===== src/rtl/lsu_pkg.sv =====
// Shared types and lane helpers for the load/store memory master.
// Optional feature macro LSU_RANGE_CHECK_EN is consumed by lsu_mem_master.
package lsu_pkg;

    typedef enum logic [2:0] {
        IDLE   = 3'd0,
        RD     = 3'd1,
        RMW_RD = 3'd2,
        WR     = 3'd3,
        RESP   = 3'd4
    } lsu_state_e;

    localparam logic [1:0] SZ_BYTE = 2'b00;
    localparam logic [1:0] SZ_HALF = 2'b01;
    localparam logic [1:0] SZ_WORD = 2'b10;

    // Shift the addressed lane down to bit 0 and sign- or zero-extend it.
    function automatic logic [31:0] lane_extract(input logic [31:0] word,
                                                 input logic [1:0]  offset,
                                                 input logic [1:0]  size,
                                                 input logic        sign_ext);
        logic [31:0] sh;
        sh = word >> {offset, 3'b000};
        case (size)
            SZ_BYTE: lane_extract = {{24{sign_ext & sh[7]}}, sh[7:0]};
            SZ_HALF: lane_extract = {{16{sign_ext & sh[15]}}, sh[15:0]};
            default: lane_extract = word;
        endcase
    endfunction

    // Replace the addressed lane of word with the low byte/half of wdata.
    function automatic logic [31:0] lane_merge(input logic [31:0] word,
                                               input logic [31:0] wdata,
                                               input logic [1:0]  offset,
                                               input logic [1:0]  size);
        logic [31:0] mask;
        logic [31:0] data;
        case (size)
            SZ_BYTE: begin
                mask = 32'h0000_00FF;
                data = {24'b0, wdata[7:0]};
            end
            SZ_HALF: begin
                mask = 32'h0000_FFFF;
                data = {16'b0, wdata[15:0]};
            end
            default: begin
                mask = 32'hFFFF_FFFF;
                data = wdata;
            end
        endcase
        lane_merge = (word & ~(mask << {offset, 3'b000})) | (data << {offset, 3'b000});
    endfunction

endpackage


===== src/rtl/lsu_mem_master_lane_align.sv =====
// Combinational lane alignment: load extract/extend and store byte-lane merge.
// Shared between the RD and RMW_RD paths of lsu_mem_master.
module lsu_lane_align
    import lsu_pkg::*;
(
    input  logic [31:0] i_word,
    input  logic [31:0] i_wdata,
    input  logic [1:0]  i_offset,
    input  logic [1:0]  i_size,
    input  logic        i_signed,
    output logic [31:0] o_load,
    output logic [31:0] o_merged
);

    // Both views of the fetched word are computed every cycle; the FSM picks one.
    always_comb begin
        o_load   = lane_extract(i_word, i_offset, i_size, i_signed);
        o_merged = lane_merge(i_word, i_wdata, i_offset, i_size);
    end

endmodule


===== src/rtl/lsu_mem_master.sv =====
// Load/store initiator for the word-addressed data_memory port.
// Sub-word stores are done as read-modify-write.
// Optional: define LSU_RANGE_CHECK_EN to flag addresses beyond the memory as errors.
module lsu_mem_master
    import lsu_pkg::*;
#(
    parameter int unsigned ADDR_W = 8,
    parameter int unsigned DATA_W = 32
) (
    input  logic              clk,
    input  logic              reset,
    input  logic              req_valid,
    output logic              req_ready,
    input  logic              req_write,
    input  logic [1:0]        req_size,
    input  logic              req_signed,
    input  logic [31:0]       req_addr,
    input  logic [DATA_W-1:0] req_wdata,
    output logic              resp_valid,
    input  logic              resp_ready,
    output logic [DATA_W-1:0] resp_rdata,
    output logic              resp_error,
    output logic [ADDR_W-1:0] mem_address,
    output logic [DATA_W-1:0] mem_write_data,
    output logic              mem_read,
    output logic              mem_write,
    input  logic [DATA_W-1:0] mem_read_data
);

    lsu_state_e        r_state;
    lsu_state_e        w_state_d;
    logic [ADDR_W-1:0] r_widx;
    logic [1:0]        r_offset;
    logic [1:0]        r_size;
    logic              r_signed;
    logic [DATA_W-1:0] r_wdata;
    logic [DATA_W-1:0] r_rdata;
    logic              r_error;

    logic              w_misalign;
    logic              w_range_err;
    logic              w_req_err;
    logic [31:0]       w_load_data;
    logic [31:0]       w_merged;

`ifdef LSU_RANGE_CHECK_EN
    assign w_range_err = |req_addr[31:ADDR_W+2];
`else
    // Upper address bits alias into the memory.
    logic w_unused_addr_hi;
    assign w_unused_addr_hi = ^req_addr[31:ADDR_W+2];
    assign w_range_err      = 1'b0;
`endif

    // Request legality, evaluated on the live request in IDLE.
    always_comb begin
        w_misalign = ((req_size == SZ_HALF) && req_addr[0]) ||
                     ((req_size == SZ_WORD) && (req_addr[1:0] != 2'b00));
        w_req_err  = w_misalign || (req_size == 2'b11) || w_range_err;
    end

    lsu_lane_align u_lane_align (
        .i_word   (mem_read_data),
        .i_wdata  (r_wdata),
        .i_offset (r_offset),
        .i_size   (r_size),
        .i_signed (r_signed),
        .o_load   (w_load_data),
        .o_merged (w_merged)
    );

    // Next-state decode.
    always_comb begin
        w_state_d = r_state;
        case (r_state)
            IDLE: begin
                if (req_valid) begin
                    if (w_req_err)                w_state_d = RESP;
                    else if (!req_write)          w_state_d = RD;
                    else if (req_size == SZ_WORD) w_state_d = WR;
                    else                          w_state_d = RMW_RD;
                end
            end
            RD:      w_state_d = RESP;
            RMW_RD:  w_state_d = WR;
            WR:      w_state_d = RESP;
            RESP:    if (resp_ready) w_state_d = IDLE;
            default: w_state_d = IDLE;
        endcase
    end

    // State register and latched request/response fields; reset abandons any transaction.
    always_ff @(posedge clk or posedge reset) begin
        if (reset) begin
            r_state  <= IDLE;
            r_widx   <= '0;
            r_offset <= 2'b00;
            r_size   <= 2'b00;
            r_signed <= 1'b0;
            r_wdata  <= '0;
            r_rdata  <= '0;
            r_error  <= 1'b0;
        end else begin
            r_state <= w_state_d;
            case (r_state)
                IDLE: begin
                    if (req_valid) begin
                        r_widx   <= req_addr[ADDR_W+1:2];
                        r_offset <= req_addr[1:0];
                        r_size   <= req_size;
                        r_signed <= req_signed;
                        r_wdata  <= req_wdata;
                        r_rdata  <= '0;
                        r_error  <= w_req_err;
                    end
                end
                RD:      r_rdata <= w_load_data;
                RMW_RD:  r_wdata <= w_merged;
                default: ;
            endcase
        end
    end

    // Strobes decode straight from the state register, so reset kills them at once.
    always_comb begin
        req_ready      = (r_state == IDLE);
        resp_valid     = (r_state == RESP);
        mem_read       = (r_state == RD) || (r_state == RMW_RD);
        mem_write      = (r_state == WR);
        mem_address    = r_widx;
        mem_write_data = r_wdata;
        resp_rdata     = r_rdata;
        resp_error     = r_error;
    end

endmodule

===== config.mk =====
export PLATFORM = sky130hd
export DESIGN_NAME = lsu_mem_master
export DESIGN_NICKNAME = d
export VERILOG_FILES = /design/src/rtl/lsu_pkg.sv /design/src/rtl/lsu_mem_master_lane_align.sv /design/src/rtl/lsu_mem_master.sv
export SDC_FILE = /design/constraint.sdc
export NUM_CORES = 1
export LEC_CHECK = 0
export BUFFER_PORTS_ARGS = -buffer_cell sky130_fd_sc_hd__buf_2
export CORE_AREA = 2 2 147 77
export DETAILED_ROUTE_END_ITERATION = 10
export DIE_AREA = 0 0 149 79
export PLACE_DENSITY_LB_ADDON = 0.2
export SLEW_MARGIN = 20
export SYNTH_ARGS = -nofsm -noshare
export SYNTH_HDL_FRONTEND = slang
export SYNTH_SLANG_ARGS = --single-unit

===== constraint.sdc =====
create_clock -name clk -period 2.6 [get_ports clk]
set_input_delay 0.39 -clock clk [delete_from_list [all_inputs] [get_ports clk]]
set_output_delay 0.39 -clock clk [all_outputs]
set_load 0.02 [all_outputs]

==> qor.csv, run 1 <==
metric;value;unit
hold crit path type;input pin to async pin;
drt first-iter violations;554;
CTS Buffer Depth;2;
core area;10600;sq um
main combinational cell family by area after synthesis;compound AO/OA/AOI/OAI gates;
IO buf count;158;
sequential share of power;29.2;%
Rel. slew slack;37.5;%
Post-Synth Adder-Cell Area;0;%
Final nets;753;
Final min period;2.36;ns
crit path kind;register to primary output;
simple-gate portion of the synthesized area;15.5;%
crit path capture type;primary output;
drt total wl;16000;microns
Worst-Skew Late Latency;0.35;ns
drt drc;0;
Clk network pwr share;16.8;%
syn nets;604;
Diodes inserted;0;
Crit Path Max Fanout;13;
post-CTS setup buffers;0;
Async SR Flop Fraction;100;%
Yosys reg bits;81;
TritonRoute pass-1 iters;8;
ratio of cells with drive above 1 in the final layout;32.0;%
Combinational Power Share;54.0;%
Synth Area in Compound Gates;28.2;%
P per Cell Area;1410;nW/um^2
Total Die Area;11800;sq um
static leakage;0.00294;uW
max_cap viols;0;
gr usage total;27.7;%
number of global-route vias before repair;4570;
Arr. time, crit path;1.97;ns
CP Launch Type;register;
Congestion Overflow GR;0;
via count;4788;
worst r2r src;r_offset[0]$_DFFE_PP0P_;
syn avg cell area;9.22;sq um
TritonCTS Buffers;9;
# rows;27;
# resized after CTS;0;
root buf cell;clkbuf_16;
Seq/Total Area, Yosys;44.0;%
initial antenna violation count;0;
internal power;4400;uW
Layout Skew;0.00443;ns
post-DP HPWL;12000;microns
cells after synthesis;500;
hold_buf cts;0;
Peak VDD IR;0.000669;V
Max Clk Rate;0.425;GHz
Setup violations, final;0;
post-synthesis xor/xnor area fraction;0;%
Routed Antenna Nets;0;
Slew @ Worst Pin;0.935;ns
Area contributors post-synth;dfrtp_1 (44%), nand2_1 (7.6%), a221o_1 (5.0%), mux2i_1 (5.0%), a2bb2oi_1 (2.8%);
top_reg_cell synth;dfrtp_1;
clock-pin slew on the worst setup and hold paths;0.06;ns
Cell Area, Synth;4610;sq um
routed len/inst;20.0;microns
WP data required;2.21;ns
top cell type's share of synthesized area;44.0;%
# IOs;181;
Switching Power;3920;uW
Die W;149;microns
Die Ht;79;microns
Ys Warns;0;
post-synthesis mux area share;6.21;%
largest net degree at the start of global routing;82;
status;completed;
RD Place Congestion;0.870;
TNS Setup;0;ns
first-pass GRT wire length;24900;microns
period utilization;90.6;%
area added between synthesis and finish;28.3;%
CTS tree;done;
H-tree levels;3;
initial core utilization;43.5;%
RSZ-0062 raised after global routing;false;
endpoints failing hold;0;
area leader, netlist;dfrtp_1;
post-DR vias/cell;5.99;
CP startpoint;r_state[2]$_DFFE_PP0P_;
Sw Ratio;47.1;%
Slew Viols, Final;0;
Tot Pwr;8320;uW
Post-synth EDFFs;0;
clock sink count;81;
Yosys cell types;50;
power groups by stage:
stage	Combinational [uW]	Sequential (uW)	Clock, uW
after floorplan	2540	2820	0
after global placement	4340	2400	0
after detailed placement	4460	2420	0
after CTS	4470	2410	1410
after global routing	4860	2500	1470
final	4490	2430	1390
layout make-up:
class | count | area, sq um
Clock buffer | 11 | 243
Clock inverter | 5 | 78.8
Fill cell | 993 | 4690
Inverter | 23 | 87.6
Multi-Input combinational cell | 354 | 2320
Sequential cell | 81 | 2030
Tap cell | 145 | 181
Timing Repair Buffer | 180 | 981
layout by cell type (no fill, tap or decap), drive strengths merged, types with 4 or more instances in the layout:
cell type / count
a32oi: 7
nand2: 93
nor3: 5
o22ai: 8
a22oi: 17
buf: 180
a222oi: 7
nor2: 29
inv: 22
a2bb2oi: 15
dfrtp: 81
o2bb2ai: 8
nand3b: 8
a221o: 23
o21ai: 43
clkinv: 4
mux2i: 24
o311ai: 8
o221ai: 8
clkbuf: 11
nor3b: 6
a21oi: 17
flip-flops by register name, summed over array words and instances (netlist names):
signal / flops
mem_address: 8
r_state: 3
r_size: 2
r_signed: 1
resp_error: 1
mem_write_data: 32
r_offset: 2
resp_rdata: 32
stage by stage:
| stage | utilization, % | cells | area, sq um | setup slack (ns) | hold WS [ns] |
|---|---|---|---|---|---|
| after floorplan | - | 500 | 4610 | 0.130 | 0.468 |
| after global routing | 55.8 | 799 | 5920 | 0.195 | 0.177 |
| after detailed placement | 52.7 | 783 | 5590 | 0.317 | 0.461 |
| final | 55.8 | 799 | 5920 | 0.245 | 0.135 |
| after CTS | 55.7 | 799 | 5910 | 0.257 | 0.162 |
| after global placement | 52.7 | 783 | 5590 | 0.381 | 0.458 |
critical path, cell delays in order, from the launching register on:
cell	delay [ns]
dfrtp_1	0.58
or3b_1	0.71
nand2_1	0.15
buf_2	0.17
path summary, 6_finish.rpt:
kind                                                   to  slack [ns]  cells past startpoint
setup / recovery                                 mem_read        0.24                      3
hold / removal                 resp_rdata[31]$_DFFE_PP0P_        0.14                      3
setup reg to reg           mem_write_data[23]$_DFFE_PP0P_        0.44                      4
hold reg to reg                mem_address[4]$_DFFE_PP0P_        0.47                      2
max in group asynchronous         r_offset[0]$_DFFE_PP0P_        2.13                      3
min in group clk               mem_address[7]$_DFFE_PP0P_        0.23                      3
cell families after synthesis:
family / count (synthesis)
and+or+nand+nor: 154
AOI/OAI and AO/OA: 174
muxes: 26
DFF: 81
buffers and inverters: 65
per-layer routing:
layer,share of wire (%),track usage (%),up-vias
met5,0,0,-
met4,1.8,7.62,0
met3,12,6.90,30
met2,41,39.9,272
met1,45,41.2,2313
li1,-,-,2173
synth_stat cells (all sizes together) (15+ instances only):
master	number
mux2i	24
a22oi	17
dfrtp	81
nor2	29
inv	23
buf	19
o21ai	43
a21oi	17
clkbuf	23
nand2	93
a221o	23
a2bb2oi	15
Note: power is estimated with default switching activity, not from simulation.
==> run 2, diff against run 1 <==
Settings changed: CORE_AREA 2 2 147 77 to 2 2 150 79, DIE_AREA 0 0 149 79 to 0 0 152 81, SETUP_SLACK_MARGIN set to 0.2.
Clock period 2.6 ns to 3 ns, I/O delays scaled along.
==> qor.csv, run 2 (synthesis gave the netlist of run 1 again) <==
metric;value;unit;change
Slew @ Worst Pin;0.965;ns;+0.0295 ns
CP Launch Type;register;;
crit path kind;register to primary output;;
ratio of cells with drive above 1 in the final layout;30.7;%;-1.2 points
TritonCTS Buffers;9;;unchanged
post-DP HPWL;11900;microns;-0.35%
root buf cell;clkbuf_16;;
largest net degree at the start of global routing;45;;-45%
Routed Antenna Nets;0;;unchanged
Crit path max-delay family;simple AND/OR/NAND/NOR gates;;
Register Area;2030;sq um;unchanged
drt first-iter violations;547;;-1.3%
routed len/inst;20.4;microns;+2.0%
post-CTS setup buffers;0;;unchanged
CTS tree;done;;
commonest cells after routing, fill and taps aside;buf_2 (158), nand2_1 (93), dfrtp_1 (80), nor2_1 (26), o21ai_0 (25);;
Worst-Skew Late Latency;0.33;ns;-0.02 ns
Die Ht;81;microns;+2.5%
P per Cell Area;1210;nW/um^2;-14%
Slowest-stage cell, CP;or3b_1;;
# IOs;181;;unchanged
Rel. slew slack;35.6;%;-2.0 points
# rows;28;;+3.7%
CP max stage delay;0.62;ns;-0.09 ns
static leakage;0.00287;uW;-2.3%
drt total wl;16200;microns;+1.3%
Final nets;744;;-1.2%
H-tree levels;3;;unchanged
via count;4789;;+0.021%
period utilization;82.3;%;
endpoints failing hold;0;;unchanged
commonest non-fill, non-tap cell in the layout;buf_2;;
TNS Setup;0;ns;unchanged
Multi-input gate area;2320;sq um;unchanged
CP Cell Sequence;buf_4 -> or3b_1 -> nand2_1 -> buf_2;;
Worst Path Buf+Inv;2;;+1
Peak VDD IR;0.000443;V;-34%
initial antenna violation count;1;;+1
final-layout fill cell count;1097;;+10%
gr usage total;26.2;%;-1.5 points
max_cap viols;0;;unchanged
number of global-route vias before repair;4431;;-3.0%
Layout Skew;0.00334;ns;-0.00108 ns
status;completed;;
WP data required;2.55;ns;+0.34 ns
Die W;152;microns;+2.0%
IO buf count;158;;unchanged
clock-pin slew on the worst setup and hold paths;0.06;ns;about the same
post-DR vias/cell;6.03;;+0.65%
Arr. time, crit path;2.02;ns;+0.05 ns
drt drc;0;;unchanged
hold crit path type;input pin to async pin;;
area added between synthesis and finish;26.2;%;
RSZ-0062 raised after global routing;false;;
initial core utilization;41.0;%;-2.5 points
TritonRoute pass-1 iters;5;;-3
Diodes inserted;0;;unchanged
RD Place Congestion;0.876;;+0.65%
Final min period;2.47;ns;
crit path capture type;primary output;;
core area;11200;sq um;+6.0%
CTS Buffer Depth;2;;unchanged
Setup violations, final;0;;unchanged
Congestion Overflow GR;0;;unchanged
clock sink count;81;;unchanged
Crit Path Max Fanout;11;;-2
# resized after CTS;0;;unchanged
Max Clk Rate;0.405;GHz;
hold_buf cts;0;;unchanged
Tot Pwr;7030;uW;-15%
first-pass GRT wire length;25000;microns;+0.42%
Slew Viols, Final;0;;unchanged
Total Die Area;12300;sq um;+4.6%
[run 2: changes by cell type in the layout (fill, tap and decap cells not counted)]
cell and change:
clkbuf_1 +1, clkinv_2 -2, clkinv_4 -1, buf_12 -1, buf_4 -8, clkbuf_8 +1
bufinv_16 -1, clkinvlp_4 +1
[run 2: power breakdown]
part,leakage (uW),total [uW],switching (uW),internal [uW]
logic,0.00170,3770,2370,1400
clock network,0.000142,1120,438,687
registers,0.00103,2130,545,1590
[run 2: worst reg2reg max path: stages, from the launching register on]
cell and delay [ns]:
dfrtp_1 0.58, nor3b_1 0.56, o2111ai_1 0.28, nor3_4 0.64
a221o_1 0.22
[run 2: path summary, 6_finish.rpt]
| check | start | to | slack (ns) | cells after the start |
|---|---|---|---|---|
| max in group asynchronous | reset | r_offset[0]$_DFFE_PP0P_ | 2.11 | 3 |
| hold reg to reg | mem_address[4]$_DFFE_PP0P_ | mem_address[4]$_DFFE_PP0P_ | 0.47 | 2 |
| setup reg to reg | r_state[2]$_DFFE_PP0P_ | resp_rdata[19]$_DFFE_PP0P_ | 0.66 | 4 |
| hold / removal | reset | resp_rdata[30]$_DFFE_PP0P_ | 0.19 | 2 |
| min in group clk | req_addr[3] | mem_address[1]$_DFFE_PP0P_ | 0.31 | 3 |
| setup / recovery | r_state[1]$_DFFE_PP0P_ | mem_read | 0.53 | 4 |
[run 2: area by class of cell]
cell class | instances | area share (%)
multi-input cells | 354 | 39.8
flip-flops and latches | 81 | 34.9
repair buffers | 171 | 15.5
clock buffers | 13 | 4.47
well taps | 150 | 3.23
inverters | 23 | 1.51
clock inverters | 2 | 0.645
[run 2: through the flow]
| stage | instances | setup WS [ns] | cell area (sq um) | util [%] | hold slack (ns) |
|---|---|---|---|---|---|
| 6_report | 794 | 0.531 | 5820 | 51.7 | 0.189 |
| 2_1_floorplan | 500 | 0.470 | 4610 | - | 0.468 |
| 4_1_cts | 794 | 0.437 | 5810 | 51.7 | 0.209 |
| 3_5_place_dp | 779 | 0.451 | 5510 | 49.0 | 0.461 |
| 5_1_grt | 794 | 0.407 | 5820 | 51.7 | 0.246 |
| 3_3_place_gp | 779 | 0.560 | 5510 | 49.0 | 0.458 |
[run 2: routing by layer]
layer | up-vias | part of all wire, % | routed length (microns) | global-route usage [%]
met1 | 2356 | 46 | 7490 | 39.3
met2 | 267 | 43 | 6880 | 38.9
li1 | 2147 | - | - | -
met4 | 0 | 0.80 | 130 | 5.14
met5 | - | 0 | 0 | 0
met3 | 19 | 10 | 1680 | 5.98
==> run 3, diff against run 2 <==
Clock period 3 ns to 2.2 ns, I/O delays scaled along.
==> qor.csv, run 3 (synthesis gave the netlist of run 1 again) <==
metric;value;unit;change
endpoints failing hold;0;;unchanged
CP Launch Type;register;;
period utilization;89.1;%;
RD Place Congestion;0.863;;-1.5%
Clk network pwr share;17.2;%;+1.2 points
Slew Viols, Final;0;;unchanged
crit path kind;register to primary output;;
H-tree levels;3;;unchanged
Die Ht;81;microns;unchanged
Max Clk Rate;0.510;GHz;
gr usage total;26.2;%;about the same
Total Die Area;12300;sq um;unchanged
clock sink count;81;;unchanged
Crit path max-delay family;buffers and inverters;;
worst r2r src;r_offset[0]$_DFFE_PP0P_;;
Slowest-stage cell, CP;dfrtp_2;;
Die W;152;microns;unchanged
CP Cell Sequence;buf_4 -> nor2_1 -> nand2_2 -> buf_6 -> nand2_1 -> buf_4;;
P per Cell Area;1660;nW/um^2;+38%
crit path capture type;primary output;;
hold slack final;0.0774;ns;-0.111 ns
commonest non-fill, non-tap cell in the layout;buf_2;;
r2r endpoint;resp_rdata[20]$_DFFE_PP0P_;;
drt first-iter violations;505;;-7.7%
TritonRoute pass-1 iters;5;;unchanged
first-pass GRT wire length;24900;microns;-0.22%
status;completed;;
Final nets;766;;+3.0%
WP data required;1.87;ns;-0.68 ns
Sw Ratio;46.0;%;-1.7 points
pre-CTS WS;0.0371;ns;-0.414 ns
CTS tree;done;;
static leakage;0.00303;uW;+5.5%
Switching Power;4700;uW;+40%
setup slack, reg-to-reg;0.26;ns;-0.40 ns
area added between synthesis and finish;33.3;%;
number of global-route vias before repair;4584;;+3.5%
CTS Buffer Depth;2;;unchanged
Arr. time, crit path;1.63;ns;-0.39 ns
initial antenna violation count;2;;+1
largest net degree at the start of global routing;56;;+24%
worst setup margin;0.240;ns;-0.291 ns
post-DR vias/cell;5.90;;-2.2%
ratio of cells with drive above 1 in the final layout;34.5;%;+3.7 points
final-layout fill cell count;1037;;-5.5%
met3 WL;1720;microns;+2.0%
drt drc;0;;unchanged
max_cap viols;0;;unchanged
commonest cells after routing, fill and taps aside;buf_2 (157), nand2_1 (92), dfrtp_1 (77), buf_4 (27), nor2_1 (26);;
sequential share of power;27.1;%;-3.2 points
# rows;28;;unchanged
Routed Antenna Nets;0;;unchanged
Worst-Skew Late Latency;0.35;ns;+0.02 ns
metal2 WL;6990;microns;+1.6%
routed len/inst;20.1;microns;-1.3%
Layout Skew;0.00834;ns;+0.00500 ns
Crit Path Max Fanout;8;;-3
Rel. slew slack;54.5;%;+19 points
Congestion Overflow GR;0;;unchanged
Peak VDD IR;0.000697;V;+57%
Worst Path Buf+Inv;3;;+1
Combinational Power Share;55.7;%;+2.0 points
IO buf count;158;;unchanged
Slew @ Worst Pin;0.681;ns;-0.284 ns
Metal-1 WL;7530;microns;+0.61%
drt total wl;16500;microns;+1.7%
clock-pin slew on the worst setup and hold paths;0.07;ns;about the same
# IOs;181;;unchanged
via count;4823;;+0.71%
Multi-input gate area;2330;sq um;+0.76%
reg2reg path depth;5;;+1
TritonCTS Buffers;9;;unchanged
root buf cell;clkbuf_16;;
core area;11200;sq um;unchanged
TNS Setup;0;ns;unchanged
RSZ-0062 raised after global routing;false;;
Register Area;2030;sq um;+0.18%
internal power;5530;uW;+50%
Setup violations, final;0;;unchanged
CP max stage delay;0.45;ns;-0.17 ns
initial core utilization;41.0;%;unchanged
Most common cell on crit path;buf_4;;
hold crit path type;input pin to async pin;;
DR top layer;met5;;
Final min period;1.96;ns;
post-DP HPWL;12100;microns;+1.8%
-- run 3: cell types whose count changed in the layout (fill, tap and decap cells not counted), sizes merged --
| cell | change |
|---|---|
| clkbuf | -1 |
| clkinvlp | +1 |
| diode | +1 |
| bufinv | +2 |
| buf | +21 |
-- run 3: layout make-up --
class / instances / area share, %
well taps: 150 / 3.05
diodes: 1 / 0.0407
clock inverters: 5 / 1.67
repair buffers: 193 / 18.8
multi-input cells: 354 / 38.0
inverters: 23 / 1.47
clock buffers: 11 / 3.95
flip-flops and latches: 81 / 33.1
-- run 3: timing repair --
item	4_1_cts	5_1_grt
hold buffers	0	0
buffers inserted	3	3
gates resized for setup	6	7
endpoints found under the setup margin	26	38
pin swaps	0	3
cloned	0	1
-- run 3: worst register-to-register path: stages (launching register included) --
cell	delay, ns
dfrtp_2	0.53
mux4_2	0.56
nor2_1	0.22
nor3_4	0.08
buf_12	0.16
a221o_1	0.28
-- run 3: power groups by stage --
stage	combinational, uW	sequential, uW	clock [uW]
2_1_floorplan	3000	3340	0
3_3_place_gp	5320	2750	0
3_5_place_dp	5440	2770	0
4_1_cts	5520	2740	1780
5_1_grt	6180	2850	1840
6_report	5700	2770	1760
-- run 3: metrics by stage --
| step | cell area, sq um | power, uW | std cells | util (%) |
|---|---|---|---|---|
| floorplan | 4620 | 6330 | 500 | - |
| global placement | 5660 | 8070 | 794 | 50.4 |
| detailed placement | 5660 | 8200 | 794 | 50.4 |
| CTS | 6050 | 10000 | 813 | 53.8 |
| global route | 6140 | 10900 | 817 | 54.6 |
| finish | 6150 | 10200 | 818 | 54.7 |
-- run 3: layer usage --
layer	GRT usage, %	up-vias
li1	-	2193
met1	37.1	2363
met2	39.4	242
met3	8.00	23
met4	6.82	2
met5	0	-
-- run 3: worst max-delay path by stage --
stage,to,startpoint,slack (ns),cells past startpoint
finish,mem_read,r_state[2]$_DFFE_PP0P_,0.24,6
global route,mem_read,r_state[2]$_DFFE_PP0P_,0.17,6
CTS,mem_read,r_state[2]$_DFFE_PP0P_,0.21,4
detailed placement,resp_rdata[20]$_DFFE_PP0P_,r_state[0]$_DFFE_PP0P_,0.04,4
global placement,resp_rdata[27]$_DFFE_PP0P_,r_state[0]$_DFFE_PP0P_,0.12,4
floorplan,mem_write_data[1]$_DFFE_PP0P_,r_state[0]$_DFFE_PP0P_,0.40,6
